### src/rtl/bp_be_exception_encoder.sv
// Priority-encodes a RISC-V exception vector into mcause/epc/tval records
// and buffers them in a 2-entry FIFO, counting enqueued traps.
module bp_be_exception_encoder #(
  parameter int eaddr_width_p = 64,
  parameter int count_width_p = 8
) (
  input  logic                     clk_i,
  input  logic                     reset_i,
  input  logic                     v_i,
  output logic                     ready_o,
  input  logic [15:0]              exc_i,
  input  logic [eaddr_width_p-1:0] epc_i,
  input  logic [eaddr_width_p-1:0] tval_i,
  input  logic                     flush_i,
  output logic                     v_o,
  input  logic                     yumi_i,
  output logic [3:0]               cause_o,
  output logic [eaddr_width_p-1:0] epc_o,
  output logic [eaddr_width_p-1:0] tval_o,
  output logic [count_width_p-1:0] count_o
);

  localparam logic [15:0] valid_mask = 16'hBBFF;
  localparam logic [count_width_p-1:0] count_one =
    {{(count_width_p-1){1'b0}}, 1'b1};

  logic [15:0]              valid;
  logic                     any;
  logic [3:0]               cause_enc;
  logic                     ecall;
  logic [eaddr_width_p-1:0] tval_sel;

  logic [3:0]               cause_mem [2];
  logic [eaddr_width_p-1:0] epc_mem   [2];
  logic [eaddr_width_p-1:0] tval_mem  [2];

  logic                     wptr;
  logic                     rptr;
  logic [1:0]               occ;
  logic [1:0]               occ_n;
  logic                     ready_r;
  logic [count_width_p-1:0] count_r;
  logic                     enq;
  logic                     deq;

  assign valid = exc_i & valid_mask;
  assign any   = |valid;

  always_comb begin
    cause_enc = 4'd0;
    priority case (1'b1)
      valid[12]: cause_enc = 4'd12;
      valid[1]:  cause_enc = 4'd1;
      valid[2]:  cause_enc = 4'd2;
      valid[0]:  cause_enc = 4'd0;
      valid[8]:  cause_enc = 4'd8;
      valid[9]:  cause_enc = 4'd9;
      valid[11]: cause_enc = 4'd11;
      valid[3]:  cause_enc = 4'd3;
      valid[6]:  cause_enc = 4'd6;
      valid[4]:  cause_enc = 4'd4;
      valid[15]: cause_enc = 4'd15;
      valid[13]: cause_enc = 4'd13;
      valid[7]:  cause_enc = 4'd7;
      valid[5]:  cause_enc = 4'd5;
      default:   cause_enc = 4'd0;
    endcase
  end

  // ecalls carry no trap value
  assign ecall = (cause_enc == 4'd8) || (cause_enc == 4'd9)
              || (cause_enc == 4'd11);
  assign tval_sel = ecall ? '0 : tval_i;

  assign v_o     = (occ != 2'd0);
  assign ready_o = ready_r;
  assign count_o = count_r;
  assign enq     = v_i & ready_r & ~flush_i & any;
  assign deq     = yumi_i & v_o & ~flush_i;

  always_comb begin
    occ_n = occ;
    if (flush_i) begin
      occ_n = 2'd0;
    end else if (enq && !deq) begin
      occ_n = occ + 2'd1;
    end else if (deq && !enq) begin
      occ_n = occ - 2'd1;
    end
  end

  always_ff @(posedge clk_i) begin
    if (reset_i) begin
      occ     <= 2'd0;
      wptr    <= 1'b0;
      rptr    <= 1'b0;
      ready_r <= 1'b0;
      count_r <= '0;
    end else begin
      occ     <= occ_n;
      ready_r <= (occ_n < 2'd2);
      if (flush_i) begin
        wptr <= 1'b0;
        rptr <= 1'b0;
      end else begin
        if (enq) wptr <= ~wptr;
        if (deq) rptr <= ~rptr;
      end
      if (enq && (count_r != '1)) count_r <= count_r + count_one;
    end
  end

  always_ff @(posedge clk_i) begin
    if (enq) begin
      cause_mem[wptr] <= cause_enc;
      epc_mem[wptr]   <= epc_i;
      tval_mem[wptr]  <= tval_sel;
    end
  end

  assign cause_o = cause_mem[rptr];
  assign epc_o   = epc_mem[rptr];
  assign tval_o  = tval_mem[rptr];

`ifndef SYNTHESIS
  always @(posedge clk_i) begin
    if (!reset_i) begin
      assert (!(yumi_i && !v_o))
        else $error("yumi_i asserted while v_o is low");
    end
  end
`endif

endmodule
### config.mk
export PLATFORM = sky130hd
export DESIGN_NAME = bp_be_exception_encoder
export DESIGN_NICKNAME = d
export VERILOG_FILES = /design/src/rtl/bp_be_exception_encoder.sv
export SDC_FILE = /design/constraint.sdc
export NUM_CORES = 1
export LEC_CHECK = 0
export BUFFER_PORTS_ARGS = -buffer_cell sky130_fd_sc_hd__buf_2
export CORE_UTILIZATION = 53
export DETAILED_ROUTE_END_ITERATION = 7
export GPL_ROUTABILITY_DRIVEN = 0
export HOLD_SLACK_MARGIN = 0.03
export PLACE_DENSITY = 0.8
export SYNTH_ARGS = -nofsm -noshare
export SYNTH_HDL_FRONTEND = slang
export SYNTH_SLANG_ARGS = --single-unit
export TNS_END_PERCENT = 30
### constraint.sdc
create_clock -name clk_i -period 5.85 [get_ports clk_i]
set_clock_uncertainty 0.2 [all_clocks]
set_input_delay 1.17 -clock clk_i [delete_from_list [all_inputs] [get_ports clk_i]]
set_output_delay 1.17 -clock clk_i [all_outputs]
set_load 0.01 [all_outputs]
==> reports/results.tsv <==
stage	metric	value	unit
timing	# setup viols final	0	
die	io pins	291	
synth	area share of the largest cell type after synthesis	0.697	
pwr	power share of the clock group	0.426	
routing	Post-Route WL	22.2	mm
timing	Rel. slew slack	0.313	
setup_path	depth of the worst register-to-register path	3	
placement	PortBufs	288	
setup_path	CP max stage cell	dfxtp_4	
pwr	combinational power share	0.051	
die	Die ar.	22100	um2
global_routing	total grt overflow	0	
pwr	Power Density	304	nW/um2
cts	H-tree depth	1	
global_routing	initial antenna violation count	2	
die	FP Rows	53	
synth	Synth Register Bits	278	
routing	vias	6211	
synth	Mapped Area	11400	um2
setup_path	worst r2r src	ready_o$_SDFF_PP0_	
setup_path	Reg-to-Reg End	epc_mem[1][38]$_DFFE_PP_	
setup_path	CP startpoint kind	flop	
global_routing	busiest grt layer	met2	
global_routing	first-pass GRT wire length	33.1	mm
timing	worst-margin pin slew	1.03	ns
synth	Synth area leader	edfxtp_1	
cts	clock buffer depth	3	
pwr	maximum vdd drop	0.223	mV
timing	Setup TNS	0	ns
setup_path	r2r setup slk	3.29	ns
synth	top cells by area, synth	edfxtp_1 70%, mux2_2 13%, nor2b_4 7.3%	
layout	# nets final	1046	
placement	HPWL Detailed	14.2	mm
cts	cts bufs inserted	29	
timing	final hold violation count	0	
placement	Post-DP Area	13000	um2
routing	DRT Pass-1 Iters	4	
die	Die Wd	149	um
synth	Distinct cells, synth	45	
pwr	P_int	3.41	mW
cts	Root Buffer	clkbuf_16	
cts	CTS clk-pin slew, worst paths	0.06	ns
synth	commonest cells in the netlist	264 x edfxtp_1, 132 x mux2_2, 60 x nor2b_4	
synth	Post-synth top flop	edfxtp_1	
setup_path	CP max stage delay	0.84	ns
synth	number of synthesized flops with an enable pin	264	
layout	synth-to-layout area growth	23.1	%
timing	fmax	253	MHz
pwr	Sequential Power Share	0.523	
routing	Initial DRC Count	280	
global_routing	met2 Resource Use GR	0.329	
setup_path	CP Class	flop to output pin	
die	chip height	149	um
pwr	Sw Share	0.199	
cts	Setup Fix Bufs, Post-CTS	0	
synth	Avg Synthesized Cell Area	19.2	um2
setup_path	critical path cell sequence	buf_4 -> mux2_2 -> buf_2	
setup_path	crit path max fanout	57	
synth	Yosys Warn Count	0	
layout	post-route cell area	14000	um2
global_routing	largest net degree at the start of global routing	81	
synth	synthesized netlist cell count	592	
setup_path	WP data arrival	2.58	ns
routing	Avg Vias per Cell	5.21	
run	max-cap violations	0	
timing	unrepaired setup endpoints after global routing	no	
synth	most common cell in the synthesized netlist	edfxtp_1	
setup_path	WP buf/inv	2	
cts	PostCTS Resize Cnt	0	
cts	Clk Latency, worst-skew pair	0.54	ns
routing	Detail Route Antenna Nets	0	
global_routing	met3 Track Usage GR	0.0485	
die	Placeable Area	21000	um2
min_path	hold crit path type	flop to flop	
pwr	Leak	5.34	nW
pwr	Switching Power	847	uW
setup_path	Setup crit end	epc_o[54]	
timing	hold slack	0.298	ns
status	status	finished, final reports clean	
setup_path	Crit path max-delay family	flip-flops	
routing	Post-route DRC	0	
synth	Syn Nets	745	
timing	final worst path period share	0.675	
cts	CTS tree	yes	
routing	Avg WL per Cell	18.6	um
global_routing	GR Util met1	0.245	
timing	Final min period	3.95	ns
layout	share of layout cells above drive strength 1	0.590	
global_routing	vias in the first global route	6180	
die	Initial Util	0.541	
setup_path	CP endpoint kind	output pin	
cts	Sink Count	278	
global_routing	GRT Util Overall	0.195	
synth	Async SR Flop Fraction	0	
setup_path	CP required	4.48	ns
setup_path	Levels on crit path	3	
cts	CTS Hold Bufs	0	
timing	pins over their slew limit	0	
synth	post-synthesis sequential area ratio	0.722	
-- power groups by stage --
stage	Combinational [mW]	Clock (mW)	Sequential, mW
2_1_floorplan	0.117	0	2.27
3_3_place_gp	0.209	0	2.26
3_5_place_dp	0.218	0	2.27
4_1_cts	0.220	1.85	2.23
5_1_grt	0.236	1.92	2.23
6_report	0.218	1.81	2.22
-- worst register-to-register path, stage by stage, from the launching register on --
cell     delay [ns]
dfxtp_1        0.36
and3b_1        0.27
and3_4         0.87
buf_12         0.49
-- cell type report --
cell class                      count  area, um2
Antenna cell                        2       5.00
Clock buffer                       30        729
Clock inverter                     24        221
Fill cell                        1421       7020
Inverter                            9       38.8
Multi-Input combinational cell    281       2920
Sequential cell                   278       8210
Tap cell                          275        344
Timing Repair Buffer              294       1520
-- placed cells by master, fill, tap and decap left out, types with 3 or more instances in the layout --
master / n
buf_2: 288
edfxtp_1: 264
mux2_2: 132
nor2b_4: 60
clkbuf_16: 29
dfxtp_1: 13
nor2_1: 10
a21oi_1: 10
clkinv_1: 9
inv_1: 8
clkinv_2: 7
nand2_1: 6
nor3_1: 5
nor2b_1: 5
o21ai_0: 5
or3_1: 4
ha_1: 4
bufinv_16: 4
nand4_1: 3
o31ai_1: 3
buf_12: 3
buf_4: 3
-- stage by stage --
stage | std cells | power (mW) | util | worst slack, ns
floorplan | 592 | 2.39 | - | 0.589
global placement | 1137 | 2.47 | 0.620 | 2.14
detailed placement | 1137 | 2.49 | 0.620 | 2.11
CTS | 1191 | 4.30 | 0.666 | 1.84
global route | 1192 | 4.39 | 0.666 | 1.76
finish | 1193 | 4.26 | 0.666 | 1.90
-- routing by layer --
layer	part of all wire	vias up	wire [um]
met4	0.025	0	559
met1	0.39	3029	8590
met3	0.089	40	1990
met5	0	-	0
li1	-	2896	-
met2	0.50	246	11100
-- flip-flops by register name, summed over array words and instances (netlist names), named ones only --
signal	count
ready_o	1
tval_mem	128
cause_mem	8
epc_mem	128
occ	2
rptr	1
wptr	1
count_o	8
-- how the worst min path moves through the flow --
stage                           to                start  cells past startpoint
3_5_place_dp   occ[0]$_SDFFE_PP0P_  occ[0]$_SDFFE_PP0P_                      2
4_1_cts        occ[0]$_SDFFE_PP0P_  occ[0]$_SDFFE_PP0P_                      2
6_report       occ[0]$_SDFFE_PP0P_  occ[0]$_SDFFE_PP0P_                      2
2_1_floorplan  occ[0]$_SDFFE_PP0P_  occ[0]$_SDFFE_PP0P_                      2
5_1_grt        occ[0]$_SDFFE_PP0P_  occ[0]$_SDFFE_PP0P_                      2
3_3_place_gp   occ[0]$_SDFFE_PP0P_  occ[0]$_SDFFE_PP0P_                      2
-- cells by family (layout without fill, tap and decap cells) --
family                     count (synthesis)  in the layout  synth area share
xor gates and xnor gates                   1              1          0.000770
muxes                                    132            132             0.131
and+or+nand+nor                          110            110             0.101
DFF                                      278            278             0.722
other                                      0              2                 0
adders and majority gates                  4              4           0.00440
AOI/OAI and AO/OA                         34             34            0.0200
buffers and inverters                     33            357            0.0219
No activity file was read; power rests on OpenSTA's default activity.
